File: config.mk
export PLATFORM = sky130hd
export DESIGN_NAME = stage1_fetch
export DESIGN_NICKNAME = d
export VERILOG_FILES = /design/src/rtl/stage1_fetch.sv
export SDC_FILE = /design/constraint.sdc
export NUM_CORES = 1
export LEC_CHECK = 0
export ABC_AREA = 1
export CAP_MARGIN = 20
export CELL_PAD_IN_SITES_DETAIL_PLACEMENT = 1
export CELL_PAD_IN_SITES_GLOBAL_PLACEMENT = 1
export CORE_MARGIN = 2
export CORE_UTILIZATION = 43
export DETAILED_ROUTE_END_ITERATION = 12
export PLACE_DENSITY = 0.9
export SETUP_SLACK_MARGIN = 0.3
export SYNTH_ARGS = -nofsm -noshare
export SYNTH_HDL_FRONTEND = slang
export SYNTH_SLANG_ARGS = --single-unit
File: constraint.sdc
create_clock -name clk -period 9.7 [get_ports clk]
set_clock_uncertainty 0.15 [all_clocks]
set_input_delay 2.91 -clock clk [delete_from_list [all_inputs] [get_ports clk]]
set_output_delay 2.91 -clock clk [all_outputs]
set_load 0.005 [all_outputs]
File: src/rtl/stage1_fetch.sv
// Instruction fetch stage: owns the fetch PC, issues word requests to
// instruction memory under a credit limit, queues in-order responses and
// hands {pc, instr, trap_if} to decode. Redirects flush the queue and
// discard in-flight responses; misaligned targets and bus errors become
// trap entries followed by a halt.
// Optional feature macro: FETCH_PERF_EN builds the perf_fetched /
// perf_stall counters; without it both ports read as zero.
module stage1_fetch #(
   parameter logic [47:0] RESET_PC = 48'h0,
   parameter int          DEPTH    = 4
) (
   input  logic        clk,
   input  logic        n_reset,
   output logic        imem_req_valid,
   input  logic        imem_req_ready,
   output logic [47:0] imem_req_addr,
   input  logic        imem_rsp_valid,
   input  logic [31:0] imem_rsp_data,
   input  logic        imem_rsp_err,
   input  logic        redirect_valid,
   input  logic [47:0] redirect_pc,
   output logic        dec_valid,
   input  logic        dec_ready,
   output logic [47:0] pc,
   output logic [31:0] instr,
   output logic        trap_if,
   output logic [31:0] perf_fetched,
   output logic [31:0] perf_stall
);

   localparam int AW = $clog2(DEPTH);
   localparam logic [31:0] NOP = 32'h0000_0013;

   typedef enum logic [1:0] {RUN, TRAP_PEND, HALT} state_t;

   state_t      state, state_next;
   logic [47:0] fpc;          // next request address
   logic [47:0] kpc;          // address of the next response that will be kept
   logic [47:0] trap_pc;      // misaligned redirect target awaiting its trap entry
   logic [AW:0] outstanding;
   logic [AW:0] drop_cnt;
   logic [AW:0] wr_ptr, rd_ptr;
   logic [AW:0] occupancy, occ_eff, out_next;
   logic [AW+1:0] credit_sum;

   logic [47:0]      q_pc    [DEPTH];
   logic [31:0]      q_instr [DEPTH];
   logic [DEPTH-1:0] q_trap;

   logic        pop, req_fire, rsp_keep, rsp_err_keep;
   logic        push, push_trap;
   logic [47:0] push_pc;
   logic [31:0] push_instr;

   assign occupancy = wr_ptr - rd_ptr;
   assign dec_valid = (occupancy != '0);
   assign pop       = dec_valid && dec_ready;
   assign occ_eff   = occupancy - (AW+1)'(pop);
   assign credit_sum = {1'b0, occ_eff} + {1'b0, outstanding};

   // Requests only while running, never in a redirect cycle, and only while
   // every outstanding response is guaranteed a queue slot.
   assign imem_req_valid = n_reset && (state == RUN) && !redirect_valid &&
                           (credit_sum < (AW+2)'(DEPTH));
   assign imem_req_addr  = fpc;
   assign req_fire       = imem_req_valid && imem_req_ready;

   // Any response arriving with a redirect belongs to the old stream.
   assign rsp_keep     = imem_rsp_valid && !redirect_valid && (drop_cnt == '0);
   assign rsp_err_keep = rsp_keep && imem_rsp_err && (state == RUN);
   assign out_next     = outstanding + (AW+1)'(req_fire) - (AW+1)'(imem_rsp_valid);

   // Next state and queue write selection.
   always_comb begin
      state_next = state;
      push       = 1'b0;
      push_pc    = kpc;
      push_instr = imem_rsp_data;
      push_trap  = 1'b0;
      if (redirect_valid) begin
         state_next = (redirect_pc[1:0] == 2'b00) ? RUN : TRAP_PEND;
      end else begin
         case (state)
            RUN: begin
               if (rsp_keep) begin
                  push = 1'b1;
                  if (imem_rsp_err) begin
                     push_instr = NOP;
                     push_trap  = 1'b1;
                     state_next = HALT;
                  end
               end
            end
            TRAP_PEND: begin
               if (occupancy == '0) begin
                  push       = 1'b1;
                  push_pc    = trap_pc;
                  push_instr = NOP;
                  push_trap  = 1'b1;
                  state_next = HALT;
               end
            end
            default: ;
         endcase
      end
   end

   // Control state: FSM, PCs, credit/drop counters and queue pointers.
   always_ff @(posedge clk or negedge n_reset) begin
      if (!n_reset) begin
         state       <= RUN;
         fpc         <= RESET_PC;
         kpc         <= RESET_PC;
         trap_pc     <= '0;
         outstanding <= '0;
         drop_cnt    <= '0;
         wr_ptr      <= '0;
         rd_ptr      <= '0;
      end else begin
         state       <= state_next;
         outstanding <= out_next;
         if (redirect_valid) begin
            // No request fires this cycle, so out_next is exactly the
            // in-flight count left after this cycle's response.
            drop_cnt <= out_next;
            rd_ptr   <= wr_ptr;
            if (redirect_pc[1:0] == 2'b00) begin
               fpc <= redirect_pc;
               kpc <= redirect_pc;
            end else begin
               trap_pc <= redirect_pc;
            end
         end else begin
            if (req_fire) fpc <= fpc + 48'd4;
            if (rsp_keep) kpc <= kpc + 48'd4;
            if (rsp_err_keep)
               drop_cnt <= out_next;
            else if (imem_rsp_valid && (drop_cnt != '0))
               drop_cnt <= drop_cnt - 1'b1;
            if (push) wr_ptr <= wr_ptr + 1'b1;
            if (pop)  rd_ptr <= rd_ptr + 1'b1;
         end
      end
   end

   // Queue storage; contents are only observed through valid entries.
   always_ff @(posedge clk) begin
      if (push) begin
         q_pc[wr_ptr[AW-1:0]]    <= push_pc;
         q_instr[wr_ptr[AW-1:0]] <= push_instr;
         q_trap[wr_ptr[AW-1:0]]  <= push_trap;
      end
   end

   assign pc      = dec_valid ? q_pc[rd_ptr[AW-1:0]]    : '0;
   assign instr   = dec_valid ? q_instr[rd_ptr[AW-1:0]] : '0;
   assign trap_if = dec_valid ? q_trap[rd_ptr[AW-1:0]]  : 1'b0;

`ifdef FETCH_PERF_EN
   logic [31:0] fetched_cnt, stall_cnt;

   // Decode-side event counters, free-running and wrapping.
   always_ff @(posedge clk or negedge n_reset) begin
      if (!n_reset) begin
         fetched_cnt <= '0;
         stall_cnt   <= '0;
      end else begin
         if (pop)                    fetched_cnt <= fetched_cnt + 32'd1;
         if (dec_valid && !dec_ready) stall_cnt   <= stall_cnt + 32'd1;
      end
   end

   assign perf_fetched = fetched_cnt;
   assign perf_stall   = stall_cnt;
`else
   assign perf_fetched = '0;
   assign perf_stall   = '0;
`endif

`ifndef SYNTHESIS
   a_no_overflow: assert property (@(posedge clk) disable iff (!n_reset)
      !(push && !pop && (occupancy == (AW+1)'(DEPTH))));
`endif

endmodule

==> out/metrics.csv <==
metric;value;unit
Data arrival, critical path;5310;ps
startpoint of the worst register-to-register path;rd_ptr[0]$_DFFE_PN0P_;
vias in the first global route;20817;
residual overflow from global routing;0;
Clk Tree Root Cell;clkbuf_16;
cell type contributing the most total cell area after synthesis;edfxtp_1;
cell area after technology mapping;23800;um^2
sequential fraction of the synthesis area;57.5;%
total number of vias;19407;
Hold/Removal Path Class;reg2reg;
number of distinct library cells after synthesis;49;
Net count, final;2914;
num rows;86;
instance count of the mapped netlist;2643;
crit path kind;in2out;
unrepaired setup endpoints after global routing;no;
layout cell share with drive strength beyond 1;5.09;%
placeable core area;54900;um^2
leading cell types by total area after synthesis;edfxtp_1 (41%), dfrtp_1 (17%), nand2_1 (8.7%);
post-CTS setup buffer count;0;
measured slew at the worst slew-check pin;1070;ps
TritonCTS clock tree;done;
number of slew-limit violations in the final report;0;
number of design-rule violations left by the first detailed-router iteration;1386;
quantity of I/O buffers inserted on ports;217;
maximum count of clock buffers along a single path;3;
CP Launch Type;input port;
most used cell, CP;ha_1;
number of antenna violations at the first check in global routing;0;
family with the most delay on the worst path;buffers and inverters;
HPWL Detailed;49.3;mm
first-pass GRT wire length;115;mm
clock edge transition at the registers on the reported setup and hold paths;50;ps
max cap viols;0;
via/cell ratio;5.46;
hold violation count in the final report;0;
total number of yosys warnings;0;
clock network latency to the later pin of the worst-skew pair;610;ps
hold_sp;imem_req_addr[1]$_DFFE_PN0P_;
GRT Total Usage;25.8;%
remaining design rule violation count;0;
placement-stage cell area;26200;um^2
fraction of registers with async set or reset after synthesis;32.8;%
cell with the largest stage delay on the worst path;clkdlybuf4s50_1;
number of enable-type register cells in the synthesized netlist;324;
worst vdd ir;211;uV
post-route minimum period;8370;ps
maximum frequency from static timing analysis;0.119;GHz
ordered list of cells on the worst path;clkdlybuf4s50_1 > nand2_1 > inv_1 > ha_1 > ha_1 > xnor2_1 > ha_1 > nor2_1 > and2_1 > and3_1 > clkdlybuf4s50_1;
leakage power total;0.0115;uW
outcome;finished clean;
number of H-tree branching levels;2;
worst setup path start;dec_ready;
PostCTS Resize Cnt;0;
number of sinks on the clock net;482;
crit-path max FO;5;
mean instance size in the synthesized netlist;9.01;um^2
layout-stage area growth over the synthesis result;17.1;%
die span in x;239;um
share of the synthesized area in the top cell type;40.9;%
number of CTS-inserted buffers;52;
pin count of the biggest net entering global routing;109;
kind of end point of the critical path;primary output;
Crit path required time;6640;ps
Post-Layout Inst Area;27900;um^2
last weighted congestion value of the routability-driven placer;0.909;
die outline area;57300;um^2
worst max-slew margin expressed relative to the limit;28.4;%
power per standard cell area;320;nW/um^2
initial core utilization;43.4;%
cts-stage hold buffer count;0;
power consumption;8920;uW
most used flip-flop cell after synthesis;edfxtp_1;
wire length per cell;20.8;um
count of state elements after synthesis;482;
Post-Route WL;73.8;mm
drt pass-1 iters;5;
die boundary height;239;um
delay of the slowest critical-path stage;500;ps
Setup-failing EPs final;0;
final period utilization;86.3;%
number of buffers and inverters on the critical path;3;
count of antenna-violating nets left after detailed routing;0;
count of boundary I/O pins;282;
area by class of cell:
cell class,instances,area (um^2)
diodes,1,2.50
clock buffers,69,1420
clock inverters,25,223
fillers,6254,27000
inverters,280,1050
multi-input cells,1757,8290
flip-flops and latches,482,13700
well taps,704,881
repair buffers,236,2340
where the power goes:
part	leakage, uW	total (uW)	switching [uW]	internal, uW
clock network	0.000800	1930	822	1100
registers	0.00480	3200	467	2740
logic	0.00592	3790	2190	1610
total	0.0115	8920	3470	5450
synthesized netlist by cell type (38+ instances only):
cell / instances
a21oi_1: 62
inv_1: 275
clkbuf_1: 49
buf_2: 38
o21ai_0: 139
nor2_1: 526
buf_4: 72
o22ai_1: 46
o32ai_1: 81
edfxtp_1: 324
dfrtp_1: 158
nand3_1: 89
nand2_1: 553
kinds of logic (layout without fill, tap and decap cells):
| kind of cell | count (synthesis) | in the layout | synth area share [%] |
|---|---|---|---|
| buffers and inverters | 467 | 610 | 8.96 |
| AND/OR/NAND/NOR | 1235 | 1235 | 20.7 |
| flip-flops | 482 | 482 | 57.5 |
| AO/OA/AOI/OAI | 414 | 414 | 10.9 |
| other | 1 | 65 | 0.0158 |
| XOR/XNOR | 26 | 26 | 1.02 |
| adder cells (fa/ha/maj) | 18 | 18 | 1.01 |
layer usage:
layer | track usage, % | vias up | part of all wire, %
met4 | 8.35 | 0 | 2.8
met2 | 44.9 | 626 | 50
li1 | - | 8980 | -
met5 | 0 | - | 0
met1 | 32.8 | 9679 | 42
met3 | 4.10 | 122 | 5.7
cell usage in the layout, fill, tap and decap left out, types with 52 or more instances in the layout:
master / netlist / routed
conb_1: 1 / 64
o32ai_1: 81 / 81
edfxtp_1: 324 / 324
dfrtp_1: 158 / 156
nand3_1: 89 / 89
a21oi_1: 62 / 62
clkdlybuf4s50_1: 0 / 215
nor2_1: 526 / 525
inv_1: 275 / 274
clkbuf_16: 0 / 52
nand2_1: 553 / 552
o21ai_0: 139 / 139
worst reg2reg max path: stages (launching register included):
cell	delay (ps)
dfrtp_4	770
ha_1	370
fa_1	420
xor2_2	350
nand2_2	90
nand2_1	160
inv_1	60
ha_1	180
ha_1	200
xnor2_1	200
ha_1	270
nor2_1	110
and2_1	150
nand4_1	170
nand2_2	100
buf_4	610
inv_1	720
nor3_1	340
o21ai_0	120
flip-flops by register name, summed over array words and instances, names as in the netlist:
register,count
drop_cnt,3
q_pc,192
imem_req_addr,48
kpc,48
state,2
q_instr,128
trap_pc,48
rd_ptr,3
outstanding,3
wr_ptr,3
q_trap,4
metrics by stage:
stage | instances | TNS, ps | setup WS (ps) | hold WS (ps) | util (%)
5_1_grt | 3553 | 0 | 1120 | 362 | 50.8
3_5_place_dp | 3459 | 0 | 1350 | 334 | 47.8
6_report | 3554 | 0 | 1330 | 339 | 50.8
4_1_cts | 3553 | 0 | 1290 | 343 | 50.8
3_3_place_gp | 3459 | 0 | 1350 | 321 | 47.8
2_1_floorplan | 2706 | -66170 | -408 | 303 | -
worst paths after layout:
path	end	slack [ps]	cells past startpoint
setup / recovery	imem_req_valid	1330	11
hold / removal	imem_req_addr[1]$_DFFE_PN0P_	340	2
setup reg to reg	imem_req_addr[31]$_DFFE_PN0P_	4050	18
hold reg to reg	imem_req_addr[1]$_DFFE_PN0P_	340	2
max in group asynchronous	trap_pc[22]$_DFFE_PN0P_	5350	3
min in group asynchronous	imem_req_addr[17]$_DFFE_PN0P_	2110	1
(Power assumes the default switching activity.)
